==> config.mk <==
export PLATFORM = sky130hd
export DESIGN_NAME = ex_div_ctrl_flat
export DESIGN_NICKNAME = d
export VERILOG_FILES = /design/src/rtl/ex_div_ctrl_if.sv /design/src/rtl/ex_div_ctrl.sv /design/src/flat_wrapper.sv
export SDC_FILE = /design/constraint.sdc
export NUM_CORES = 1
export LEC_CHECK = 0
export BUFFER_PORTS_ARGS = -buffer_cell sky130_fd_sc_hd__buf_4
export CAP_MARGIN = 20
export CORE_MARGIN = 2
export CORE_UTILIZATION = 40
export CTS_BUF_LIST = sky130_fd_sc_hd__clkbuf_4 sky130_fd_sc_hd__clkbuf_8
export DETAILED_ROUTE_END_ITERATION = 12
export PLACE_DENSITY = 0.57
export SKIP_CTS_REPAIR_TIMING = 1
export SLEW_MARGIN = 20
export SYNTH_ARGS = -nofsm -noshare
export SYNTH_HDL_FRONTEND = slang
export SYNTH_SLANG_ARGS = --single-unit
==> constraint.sdc <==
create_clock -name clk -period 5.3 [get_ports clk]
set_input_delay 0.265 -clock clk [delete_from_list [all_inputs] [get_ports clk]]
set_output_delay 0.265 -clock clk [all_outputs]
set_load 0.05 [all_outputs]
==> src/rtl/ex_div_ctrl_if.sv <==
// Handshake and operand bus between the EX stage and the multi-cycle divider.
interface ex_div_ctrl_if;
    logic        start_i;
    logic        signed_i;
    logic        annul_i;
    logic [31:0] opdata1_i;
    logic [31:0] opdata2_i;
    logic [63:0] result_o;
    logic        ready_o;
    logic        stall_o;

    modport master (
        output start_i, signed_i, annul_i, opdata1_i, opdata2_i,
        input  result_o, ready_o, stall_o
    );

    modport slave (
        input  start_i, signed_i, annul_i, opdata1_i, opdata2_i,
        output result_o, ready_o, stall_o
    );
endinterface

==> src/rtl/ex_div_ctrl.sv <==
// 32-bit restoring divider for the EX stage: one quotient bit per cycle,
// sign handled by dividing magnitudes and fixing signs on the final step.
module ex_div_ctrl (
    input  logic         clk,
    input  logic         rst,
    ex_div_ctrl_if.slave div
);
    typedef enum logic [1:0] {FREE, BYZERO, ON, END} state_t;

    state_t      state, state_nxt;
    logic [5:0]  cnt;
    logic        sgn_q, neg1_q, neg2_q;
    logic [31:0] dvs_q, quo_q, rem_q;
    logic [63:0] result_q;
    logic        ready_q;

    logic        accept, stall, last_step;
    logic        neg1, neg2, keep;
    logic [31:0] mag1, mag2;
    logic [32:0] trial;
    logic [31:0] rem_step, quo_step, rem_fix, quo_fix;

    // Operand magnitudes for accept, plus one restoring step on the live remainder.
    always_comb begin
        neg1      = div.signed_i & div.opdata1_i[31];
        neg2      = div.signed_i & div.opdata2_i[31];
        mag1      = neg1 ? (~div.opdata1_i + 32'd1) : div.opdata1_i;
        mag2      = neg2 ? (~div.opdata2_i + 32'd1) : div.opdata2_i;
        trial     = {rem_q, quo_q[31]};
        keep      = (trial >= {1'b0, dvs_q});
        rem_step  = keep ? (trial[31:0] - dvs_q) : trial[31:0];
        quo_step  = {quo_q[30:0], keep};
        quo_fix   = (sgn_q & (neg1_q ^ neg2_q)) ? (~quo_step + 32'd1) : quo_step;
        rem_fix   = (sgn_q & neg1_q) ? (~rem_step + 32'd1) : rem_step;
        last_step = (cnt == 6'd31);
    end

    always_ff @(posedge clk) begin
        if (!rst) begin
            state <= FREE;
        end else begin
            state <= state_nxt;
        end
    end

    always_comb begin
        state_nxt = state;
        accept    = 1'b0;
        stall     = 1'b0;
        case (state)
            FREE: begin
                if (div.start_i && !div.annul_i) begin
                    accept    = 1'b1;
                    stall     = 1'b1;
                    state_nxt = (div.opdata2_i == 32'd0) ? BYZERO : ON;
                end
            end
            BYZERO: begin
                stall     = 1'b1;
                state_nxt = div.annul_i ? FREE : END;
            end
            ON: begin
                stall = 1'b1;
                if (div.annul_i) begin
                    state_nxt = FREE;
                end else if (last_step) begin
                    state_nxt = END;
                end
            end
            END: begin
                if (!div.start_i) begin
                    state_nxt = FREE;
                end
            end
            default: state_nxt = FREE;
        endcase
    end

    // Datapath: operands are captured only on accept, so later bus changes are ignored.
    always_ff @(posedge clk) begin
        if (!rst) begin
            cnt      <= 6'd0;
            sgn_q    <= 1'b0;
            neg1_q   <= 1'b0;
            neg2_q   <= 1'b0;
            dvs_q    <= 32'd0;
            quo_q    <= 32'd0;
            rem_q    <= 32'd0;
            result_q <= 64'd0;
            ready_q  <= 1'b0;
        end else begin
            case (state)
                FREE: begin
                    result_q <= 64'd0;
                    ready_q  <= 1'b0;
                    if (accept) begin
                        sgn_q  <= div.signed_i;
                        neg1_q <= neg1;
                        neg2_q <= neg2;
                        dvs_q  <= mag2;
                        quo_q  <= mag1;
                        rem_q  <= 32'd0;
                        cnt    <= 6'd0;
                    end
                end
                BYZERO: begin
                    result_q <= 64'd0;
                    ready_q  <= !div.annul_i;
                end
                ON: begin
                    if (!div.annul_i) begin
                        rem_q <= rem_step;
                        quo_q <= quo_step;
                        cnt   <= cnt + 6'd1;
                        if (last_step) begin
                            result_q <= {rem_fix, quo_fix};
                            ready_q  <= 1'b1;
                        end
                    end
                end
                END: begin
                    if (!div.start_i) begin
                        result_q <= 64'd0;
                        ready_q  <= 1'b0;
                    end
                end
                default: begin
                    result_q <= 64'd0;
                    ready_q  <= 1'b0;
                end
            endcase
        end
    end

    assign div.result_o = result_q;
    assign div.ready_o  = ready_q;
    assign div.stall_o  = stall & rst;
endmodule

==> src/flat_wrapper.sv <==
// flat-port wrapper written by rule: the top's interface ports become plain ports
module ex_div_ctrl_flat 
  (clk, rst, div_start_i, div_signed_i, div_annul_i, div_opdata1_i, div_opdata2_i, div_result_o, div_ready_o, div_stall_o);
  ex_div_ctrl_if div_i ();
  input  logic clk;
  input  logic rst;
  input wire logic [$bits(div_i.start_i)-1:0] div_start_i;
  input wire logic [$bits(div_i.signed_i)-1:0] div_signed_i;
  input wire logic [$bits(div_i.annul_i)-1:0] div_annul_i;
  input wire logic [$bits(div_i.opdata1_i)-1:0] div_opdata1_i;
  input wire logic [$bits(div_i.opdata2_i)-1:0] div_opdata2_i;
  output wire logic [$bits(div_i.result_o)-1:0] div_result_o;
  output wire logic [$bits(div_i.ready_o)-1:0] div_ready_o;
  output wire logic [$bits(div_i.stall_o)-1:0] div_stall_o;
  assign div_i.start_i = div_start_i;
  assign div_i.signed_i = div_signed_i;
  assign div_i.annul_i = div_annul_i;
  assign div_i.opdata1_i = div_opdata1_i;
  assign div_i.opdata2_i = div_opdata2_i;
  assign div_result_o = div_i.result_o;
  assign div_ready_o = div_i.ready_o;
  assign div_stall_o = div_i.stall_o;
  ex_div_ctrl u_core (.clk(clk), .rst(rst), .div(div_i));
endmodule
==> qor.yml <==
status: "completed"
dp_hpwl_mm: 28.0
synth.most_common_cell: "nand2_1"
dp_slack_ns: 0.250
fill_cells: 2994
clkTransAtPathRegs_ns: 0.11
peakVddDrop_mv: 0.253
ys_seq_area_share_pct: 28.4
criticalPathCategory: "reg -> reg"
fmax_mhz: 202
rsz0062_at_grt: "no"
tightest_slew_ns: 0.967
hold_class: "in -> reg"
syn_nets: 1728
regToRegSetupSlack_ns: 0.36
worstSetupEndpointType: "flip-flop"
clock_latency_ns: 0.49
area_delta_synth_final_pct: 13.7
drive_gt1_share_pct: 13.3
initial_core_util_pct: 40.8
worstPathArrival_ns: 5.28
skew_ns: 0.0208
slew_headroom_pct: 34.7
syn-cell-area_mm2: 0.0121
synthCells: 1616
timing.final.ws_setup_ns: 0.357
grtUsageTotal_pct: 23.5
ys_warn_count: 0
ant_nets: 0
ys_types: 77
syn_area_per_cell_um2: 7.50
wl_mm: 37.0
ys_top_cells_by_count: "nand2_1 (264), dfxtp_1 (172), o21ai_0 (133), a21oi_1 (86), xnor2_1 (85)"
power.leakage_nw: 5.61
cts.sinks: 172
min_from: "div_opdata2_i[0]"
clockBufferDepth: 2
die_area_mm2: 0.0317
cts_tree: "yes"
yosys-top-cells-area: "dfxtp_1 (28%), nand2_1 (8.2%), xnor2_1 (6.1%)"
p_per_area_mw_per_mm2: 405
finalNetCount: 1800
drc: 0
antenna_cells: 0
numCtsBuffers: 17
core_area_mm2: 0.0297
gp_congestion: 0.947
die_h_um: 178
r2r-start: "u_core.rem_q[15]"
grt_max_degree: 85
maxCapViolCount: 0
rr_worst_depth: 17
finalHoldViolCount: 0
synthArstFlopShare_pct: 0
vias_per_cell: 5.53
wl_per_cell_um: 17.7
cp_max_fo: 8
synth.top_cell.area_share_pct: 28.4
grt.overflow.total: 0
synth_top_flop_cell: "dfxtp_1"
min_to: "u_core.dvs_q[0]"
startpoint_type: "flip-flop"
critPathLaunch: "u_core.rem_q[15]"
grt_pass1_vias: 10300
hold_depth: 3
setup_viol: 0
antenna_found_initial: 0
period_share_pct: 93.3
synth_edf_count: 0
pin_count: 135
h-tree-depth: 4
dp_cells: 2059
finalCriticalPeriod_ns: 4.94
slew_violations: 0
grt_pass1_wl_mm: 58.4
io_buffers: 134
tns_ns: 0
firstDrtPassIters: 7
rows: 63
fin_cells: 2091
cts_root_buffer: "clkbuf_8"
vias: 11600
synth_seq_cells: 172
die_w_um: 178
drt_iter0_markers: 865
yosys.area.top_type: "dfxtp_1"
r2r-end: "u_core.div.result_o[60]"
cp.required_ns: 5.64
stage by stage:
stage	hold WS, ns	util, %	power, mW	area (um2)
global route	0.0152	46.4	5.98	13800
finish	0.0415	46.4	5.58	13800
floorplan	0.410	-	3.73	12100
global placement	0.438	45.1	4.63	13400
CTS	0.00661	46.3	5.56	13800
detailed placement	0.445	45.1	4.61	13400
per-layer routing:
layer,routed length [um],share of wire (%),global-route usage [%],vias to the layer above
met5,0,0,0,-
met3,2650,7.2,4.24,23
met2,14500,39,32.1,343
met4,331,0.89,4.41,0
met1,19500,53,37.7,5367
li1,-,-,-,5826
cell families after synthesis:
family	Yosys count	synth area share [%]
xor gates and xnor gates	139	10.0
AOI/OAI and AO/OA	457	25.2
DFF	172	28.4
buffers and inverters	165	5.42
adders and majority gates	43	4.50
muxes	18	1.50
and+or+nand+nor	622	24.9
cells in the final DEF, fill, tap and decap left out, drive strengths merged, types with 8 or more instances in the layout:
| cell type | n |
|---|---|
| a211oi | 12 |
| a21boi | 39 |
| a21oi | 88 |
| a22oi | 52 |
| a31oi | 16 |
| and2 | 39 |
| and3 | 8 |
| buf | 158 |
| clkbuf | 19 |
| dfxtp | 172 |
| ha | 42 |
| inv | 66 |
| mux2i | 17 |
| nand2 | 264 |
| nand2b | 13 |
| nand3 | 21 |
| nand4 | 16 |
| nor2 | 83 |
| nor2b | 63 |
| nor3 | 43 |
| nor4 | 14 |
| o211a | 27 |
| o211ai | 9 |
| o21ai | 138 |
| o31ai | 21 |
| or2 | 8 |
| or3 | 16 |
| or4 | 15 |
| xnor2 | 85 |
| xor2 | 54 |
where the power goes:
group	switching, mW	total, mW	internal [mW]
Sequential	0.120	1.54	1.42
Combinational	2.08	3.11	1.02
Clock	0.573	0.932	0.360
worst max-delay path by stage:
stage,depth (start not counted),endpoint
2_1_floorplan,21,u_core.div.result_o[60]
3_3_place_gp,17,u_core.div.result_o[60]
3_5_place_dp,17,u_core.div.result_o[60]
4_1_cts,17,u_core.div.result_o[60]
5_1_grt,17,u_core.div.result_o[60]
6_report,17,u_core.div.result_o[60]
flip-flops by register name, indices dropped and copies added, names as in the netlist:
name	flops
u_core.rem_q	32
u_core.neg1_q	1
u_core.sgn_q	1
u_core.state	2
u_core.div.ready_o	1
u_core.div.result_o	64
u_core.neg2_q	1
u_core.cnt	6
u_core.quo_q	32
u_core.dvs_q	32
worst max-delay path: stages, from the launching register on:
cell and delay, ns:
dfxtp_1 0.42, ha_2 0.46, nand4_1 0.14, or3_1 0.42
or4_1 0.54, o2111ai_2 0.11, or3_4 0.21, mux2i_1 0.29
ha_2 0.28, nand2_1 0.08, nor4b_2 0.24, buf_4 0.17
or4b_1 0.42, a22oi_1 0.28, nand2_1 0.19, o31ai_1 0.31
xor2_1 0.16, o21ai_0 0.08
area by class of cell:
class	instances	area [um2]	area share, %
sequential	172	3440	25.0
tap	390	488	3.54
clock inverter	13	123	0.889
timing repair buffer	158	1200	8.69
multi-input combinational	1279	8050	58.4
clock buffer	19	255	1.85
inverter	60	225	1.63
Note: power is estimated with default switching activity, not from simulation.
